File: src/rtl/seq_div_32x16.sv
// Sequential restoring divider: 32-bit dividend / 16-bit divisor, one quotient
// bit per clock, start/busy/done handshake, registered results and error flags.
module seq_div_32x16 (
    input  logic        clk,
    input  logic        rst,
    input  logic        start,
    input  logic [31:0] dividend,
    input  logic [15:0] divisor,
    output logic        busy,
    output logic        done,
    output logic [15:0] quotient,
    output logic [15:0] remainder,
    output logic        div_by_zero,
    output logic        overflow
);

    typedef enum logic [1:0] {
        S_IDLE,
        S_RUN,
        S_FINISH
    } state_t;

    state_t      r_state;
    logic [15:0] r_part;
    logic [15:0] r_shq;
    logic [15:0] r_divisor;
    logic [3:0]  r_cnt;
    logic        r_dbz_pend;
    logic        r_ovf_pend;
    logic        r_busy;
    logic        r_done;
    logic [15:0] r_quot;
    logic [15:0] r_rem;
    logic        r_dbz;
    logic        r_ovf;

    state_t      w_state_next;
    logic [15:0] w_part_next;
    logic [15:0] w_shq_next;
    logic [15:0] w_divisor_next;
    logic [3:0]  w_cnt_next;
    logic        w_dbz_pend_next;
    logic        w_ovf_pend_next;
    logic        w_busy_next;
    logic        w_done_next;
    logic [15:0] w_quot_next;
    logic [15:0] w_rem_next;
    logic        w_dbz_next;
    logic        w_ovf_next;

    logic [16:0] w_t;
    logic        w_ge;
    logic [15:0] w_sub;
    logic [15:0] w_part_step;
    logic [15:0] w_shq_step;

    // One restoring step; the 16-bit subtraction is exact because R < divisor
    // guarantees the true difference fits in 16 bits whenever T >= divisor.
    assign w_t         = {r_part, r_shq[15]};
    assign w_ge        = (w_t >= {1'b0, r_divisor});
    assign w_sub       = w_t[15:0] - r_divisor;
    assign w_part_step = w_ge ? w_sub : w_t[15:0];
    assign w_shq_step  = {r_shq[14:0], w_ge};

    always_ff @(posedge clk or posedge rst) begin
        if (rst) begin
            r_state    <= S_IDLE;
            r_part     <= '0;
            r_shq      <= '0;
            r_divisor  <= '0;
            r_cnt      <= '0;
            r_dbz_pend <= 1'b0;
            r_ovf_pend <= 1'b0;
            r_busy     <= 1'b0;
            r_done     <= 1'b0;
            r_quot     <= '0;
            r_rem      <= '0;
            r_dbz      <= 1'b0;
            r_ovf      <= 1'b0;
        end else begin
            r_state    <= w_state_next;
            r_part     <= w_part_next;
            r_shq      <= w_shq_next;
            r_divisor  <= w_divisor_next;
            r_cnt      <= w_cnt_next;
            r_dbz_pend <= w_dbz_pend_next;
            r_ovf_pend <= w_ovf_pend_next;
            r_busy     <= w_busy_next;
            r_done     <= w_done_next;
            r_quot     <= w_quot_next;
            r_rem      <= w_rem_next;
            r_dbz      <= w_dbz_next;
            r_ovf      <= w_ovf_next;
        end
    end

    always_comb begin
        w_state_next    = r_state;
        w_part_next     = r_part;
        w_shq_next      = r_shq;
        w_divisor_next  = r_divisor;
        w_cnt_next      = r_cnt;
        w_dbz_pend_next = r_dbz_pend;
        w_ovf_pend_next = r_ovf_pend;
        w_busy_next     = r_busy;
        w_done_next     = 1'b0;
        w_quot_next     = r_quot;
        w_rem_next      = r_rem;
        w_dbz_next      = r_dbz;
        w_ovf_next      = r_ovf;

        case (r_state)
            S_IDLE: begin
                if (start) begin
                    w_divisor_next = divisor;
                    w_busy_next    = 1'b1;
                    w_cnt_next     = '0;
                    // Error results are staged in the working registers and only
                    // published on the following edge, together with done.
                    if (divisor == 16'd0) begin
                        w_part_next     = dividend[15:0];
                        w_shq_next      = 16'hFFFF;
                        w_dbz_pend_next = 1'b1;
                        w_ovf_pend_next = 1'b0;
                        w_state_next    = S_FINISH;
                    end else if (dividend[31:16] >= divisor) begin
                        w_part_next     = 16'hFFFF;
                        w_shq_next      = 16'hFFFF;
                        w_dbz_pend_next = 1'b0;
                        w_ovf_pend_next = 1'b1;
                        w_state_next    = S_FINISH;
                    end else begin
                        w_part_next     = dividend[31:16];
                        w_shq_next      = dividend[15:0];
                        w_dbz_pend_next = 1'b0;
                        w_ovf_pend_next = 1'b0;
                        w_state_next    = S_RUN;
                    end
                end
            end
            S_RUN: begin
                w_part_next = w_part_step;
                w_shq_next  = w_shq_step;
                w_cnt_next  = r_cnt + 4'd1;
                if (r_cnt == 4'd15) begin
                    w_quot_next  = w_shq_step;
                    w_rem_next   = w_part_step;
                    w_dbz_next   = 1'b0;
                    w_ovf_next   = 1'b0;
                    w_done_next  = 1'b1;
                    w_busy_next  = 1'b0;
                    w_state_next = S_IDLE;
                end
            end
            S_FINISH: begin
                w_quot_next  = r_shq;
                w_rem_next   = r_part;
                w_dbz_next   = r_dbz_pend;
                w_ovf_next   = r_ovf_pend;
                w_done_next  = 1'b1;
                w_busy_next  = 1'b0;
                w_state_next = S_IDLE;
            end
            default: begin
                w_busy_next  = 1'b0;
                w_state_next = S_IDLE;
            end
        endcase
    end

    assign busy        = r_busy;
    assign done        = r_done;
    assign quotient    = r_quot;
    assign remainder   = r_rem;
    assign div_by_zero = r_dbz;
    assign overflow    = r_ovf;

endmodule

File: config.mk
export PLATFORM = sky130hd
export DESIGN_NAME = seq_div_32x16
export DESIGN_NICKNAME = d
export VERILOG_FILES = /design/src/rtl/seq_div_32x16.sv
export SDC_FILE = /design/constraint.sdc
export NUM_CORES = 1
export LEC_CHECK = 0
export CAP_MARGIN = 20
export CORE_MARGIN = 5
export CORE_UTILIZATION = 40
export DETAILED_ROUTE_END_ITERATION = 6
export PLACE_DENSITY = 0.7
export REMOVE_ABC_BUFFERS = 1
export SLEW_MARGIN = 40
export SYNTH_ARGS = -nofsm -noshare
export SYNTH_HDL_FRONTEND = slang
export SYNTH_SLANG_ARGS = --single-unit
export TNS_END_PERCENT = 1
File: constraint.sdc
create_clock -name clk -period 5.3 [get_ports clk]
set_input_delay 1.06 -clock clk [delete_from_list [all_inputs] [get_ports clk]]
set_output_delay 1.06 -clock clk [all_outputs]
set_load 0.1 [all_outputs]
==> metrics <==
worst hold slack between 0.4 and 0.5 ns; # DRC 0; Area Growth Syn to Fin 19.73%; ANT cells 0; Max Used Layer met4; synthesized instance count 681; initial antenna violation count 0; hold path startpoint quotient[12]; grt ovf 0; final period utilization a little under three quarters; post_cts resized 0; main combinational cell family by area after synthesis compound AO/OA/AOI/OAI gates; via count ~5500; Worst Clk Skew 0.006800 ns; max_cap viols 0; first-pass GRT wire length 29550 um; # hold bufs at CTS 0; critical-path cell list clkdlybuf4s50_1, inv_1, ha_1, nand2_1, o21ai_0, a41o_1, o31ai_1, nor2_2, buf_4, nor4_1, o41ai_1; CP delay by family, top buffers and inverters; Critical Path Start Type input port; IO Pins 87; Compound-Gate Fraction of Synth Area 24.51%; nets@finish 838; f_max 0.2655 GHz; fraction of the mapped netlist area in simple logic gates 17.13%; setup TNS 0 ns; CTS Buffer Depth 2; CTS Sinks slightly above 90; post-synthesis adder-cell area fraction 7.817%; worst setup margin 1.533 ns; Syn. warnings 0; Post-Route M1 WL 8245 um; initial DRC count 373; count of final hold-check violations 0; max-slew violations 0; CP arrival roughly 4 ns; top post-synthesis cells by area dfrtp_1, ha_1, o21ai_0, nand2_1, mux2i_1; largest net degree at the start of global routing 62; mean number of vias per cell between 5 and 6; RSZ-0062 raised after global routing false; final setup fails 0; r2r startpoint r_part[10]; Syn Area/Cell roughly 8.8 um^2; max incr delay on CP 0.59 ns; EDFF count, synth 0; Synth cell types between 60 and 70; die footprint about 0.018 mm^2; XOR/XNOR share of the synthesized area 1.310%; worst path required time 5.54 ns; area leader, netlist dfrtp_1; Worst Setup End Kind register; hold path endpoint quotient[12]; crit path max-delay cell type clkdlybuf4s50_1; Routed WL 18210 um; clk_lat worst skew 0.35 ns; ys async rst share 100.0%; DRT Pass-1 Iters 6; status complete, no violations; Crit Path Category in -> reg; met3 WL post-DR 1265 um; Mapped Area 0.006018 mm^2; reg-to-reg setup timing slack 2.09 ns; routed wl met2 8119 um; pre-CTS WS 1.272 ns; post-CTS setup repair buffer count 0; slew margin rel. 40.36%; Worst-path clk slew 0.06 ns; share of cells above drive strength 1 11.52%; worst hold path type reg -> reg; Core ar. 0.01464 mm^2; Worst Hold Depth 2; worst r2r path cells 7; Root Buffer clkbuf_16; cell row count 44; Buf/Inv on CP 3; Antenna Nets Post-Route 0; number of buffers created by CTS 9; die width 132.7 um; largest fanout on the critical path 17; die height 132.7 um; Placer Congestion 0.9171; minimum clock period 3.767 ns; H-Tree Depth 3; CTS tree done; initial core utilization between 40 and 50%; mux cell area share after synthesis roughly 4.9%; FILL cells 1377; Slew @ Worst Pin 0.8946 ns; post-synth top area share 38.25%; Seq/Total Area, Yosys between 30% and 40%; dpl hpwl 13670 um; Seq cells post-synth 92; reg-to-reg endpoint remainder[5]; Port-buffer cells 86; average wire per standard cell 19.40 um; GRT Total Usage 20.92%; ys flop type dfrtp_1; vias in the first global route 5464
[per-stage QoR]
step                util [%]  area, um^2  std cells
CTS                    49.08        7187        939
global route           49.21        7206        939
detailed placement     46.93        6873        923
floorplan                  -        5832        642
global placement       47.86        7009        921
finish                 49.21        7206        939
[cells in the final DEF (no fill, tap or decap), types with 3 or more instances in the layout]
cell / count
o211ai_1: 13
nand3_1: 10
nor2_1: 38
o31ai_1: 5
a32o_1: 4
xnor2_1: 6
nand4_1: 5
clkbuf_8: 3
mux2i_1: 26
buf_4: 9
o41ai_1: 15
nand2_1: 76
ha_1: 36
o311ai_0: 12
nor3_1: 7
buf_2: 36
o21ai_0: 63
clkdlybuf4s50_1: 50
nor2b_1: 5
a21oi_1: 46
a31oi_1: 6
nor4_1: 5
a211oi_1: 10
and3_1: 16
o21a_1: 6
dfrtp_1: 92
clkbuf_16: 9
inv_1: 46
nand2b_1: 30
a21boi_0: 4
o21ai_1: 6
xor2_1: 3
[worst reg2reg max path, cell delays in order (launching register included)]
cell     delay (ns)
dfrtp_1        0.45
ha_1           0.42
o21ai_0        0.15
o21ba_2        0.27
a32oi_1        0.74
and2_4         0.48
mux2i_1        0.41
o21ai_0        0.16
[final cells by class]
class / count / area [um^2] / area share (%)
Clock buffer: 13 / 270.3 / 3.751
Clock inverter: 3 / 43.79 / 0.6077
Inverter: 47 / 181.4 / 2.518
Multi-Input combinational cell: 503 / 3391 / 47.06
Sequential cell: 92 / 2302 / 31.95
Tap cell: 184 / 230.2 / 3.195
Timing Repair Buffer: 97 / 787.0 / 10.92
[synthesized netlist by cell type (2+ instances only)]
cell       n
mux2i_1   26
buf_12     2
nand3b_1   2
and2_1     3
o211ai_1  13
o31ai_1    5
nor4_1     7
a2111o_1   2
xor2_1     3
o31a_1     2
nor3_1     7
a21oi_1   46
o21ai_0   64
and3_1    16
ha_1      36
or3_1      2
o21ai_1    8
a31oi_1    6
nand4_1    5
o311ai_0  12
mux2_2     2
inv_1     47
clkbuf_1  35
nand2_1   76
nor2_1    40
o31ai_2    2
dfrtp_1   92
nand2b_1  30
o21a_1     6
nor2b_1    5
o41ai_1   15
a32o_1     4
a21boi_0   5
nand3_1   10
xnor2_1    6
a211oi_1  10
[worst max path at each step]
| stage | startpoint | endpoint | slack (ns) | depth (start not counted) |
|---|---|---|---|---|
| floorplan | rst | busy | 1.85 | 1 |
| global placement | divisor[15] | r_part[1] | 1.43 | 7 |
| detailed placement | divisor[15] | r_part[10] | 1.27 | 11 |
| CTS | divisor[15] | r_part[10] | 1.64 | 11 |
| global route | divisor[15] | r_part[10] | 1.25 | 11 |
| finish | divisor[15] | r_part[10] | 1.53 | 11 |
[layer usage]
layer  up-vias  GRT usage, %
li1       2608             -
met1      2622         28.52
met5         -             0
met4         0         8.141
met2       226         31.76
met3        34         5.581
[registers in the layout, indices dropped and copies added, names as in the netlist]
| name | count |
|---|---|
| overflow | 1 |
| r_dbz_pend | 1 |
| r_part | 16 |
| done | 1 |
| r_shq | 16 |
| r_state | 2 |
| busy | 1 |
| r_ovf_pend | 1 |
| remainder | 16 |
| div_by_zero | 1 |
| r_cnt | 4 |
| quotient | 16 |
| r_divisor | 16 |
[kinds of logic (layout without fill, tap and decap cells)]
logic type	after synthesis	after routing
AO/OA/AOI/OAI	218	218
AND/OR/NAND/NOR	210	210
flip-flops	92	92
buffers and inverters	86	160
adder cells (fa/ha/maj)	37	37
multiplexers	29	29
XOR/XNOR	9	9
Power is not shown: default switching activity piles up to over one toggle a cycle in this logic, so the estimate is an artifact.
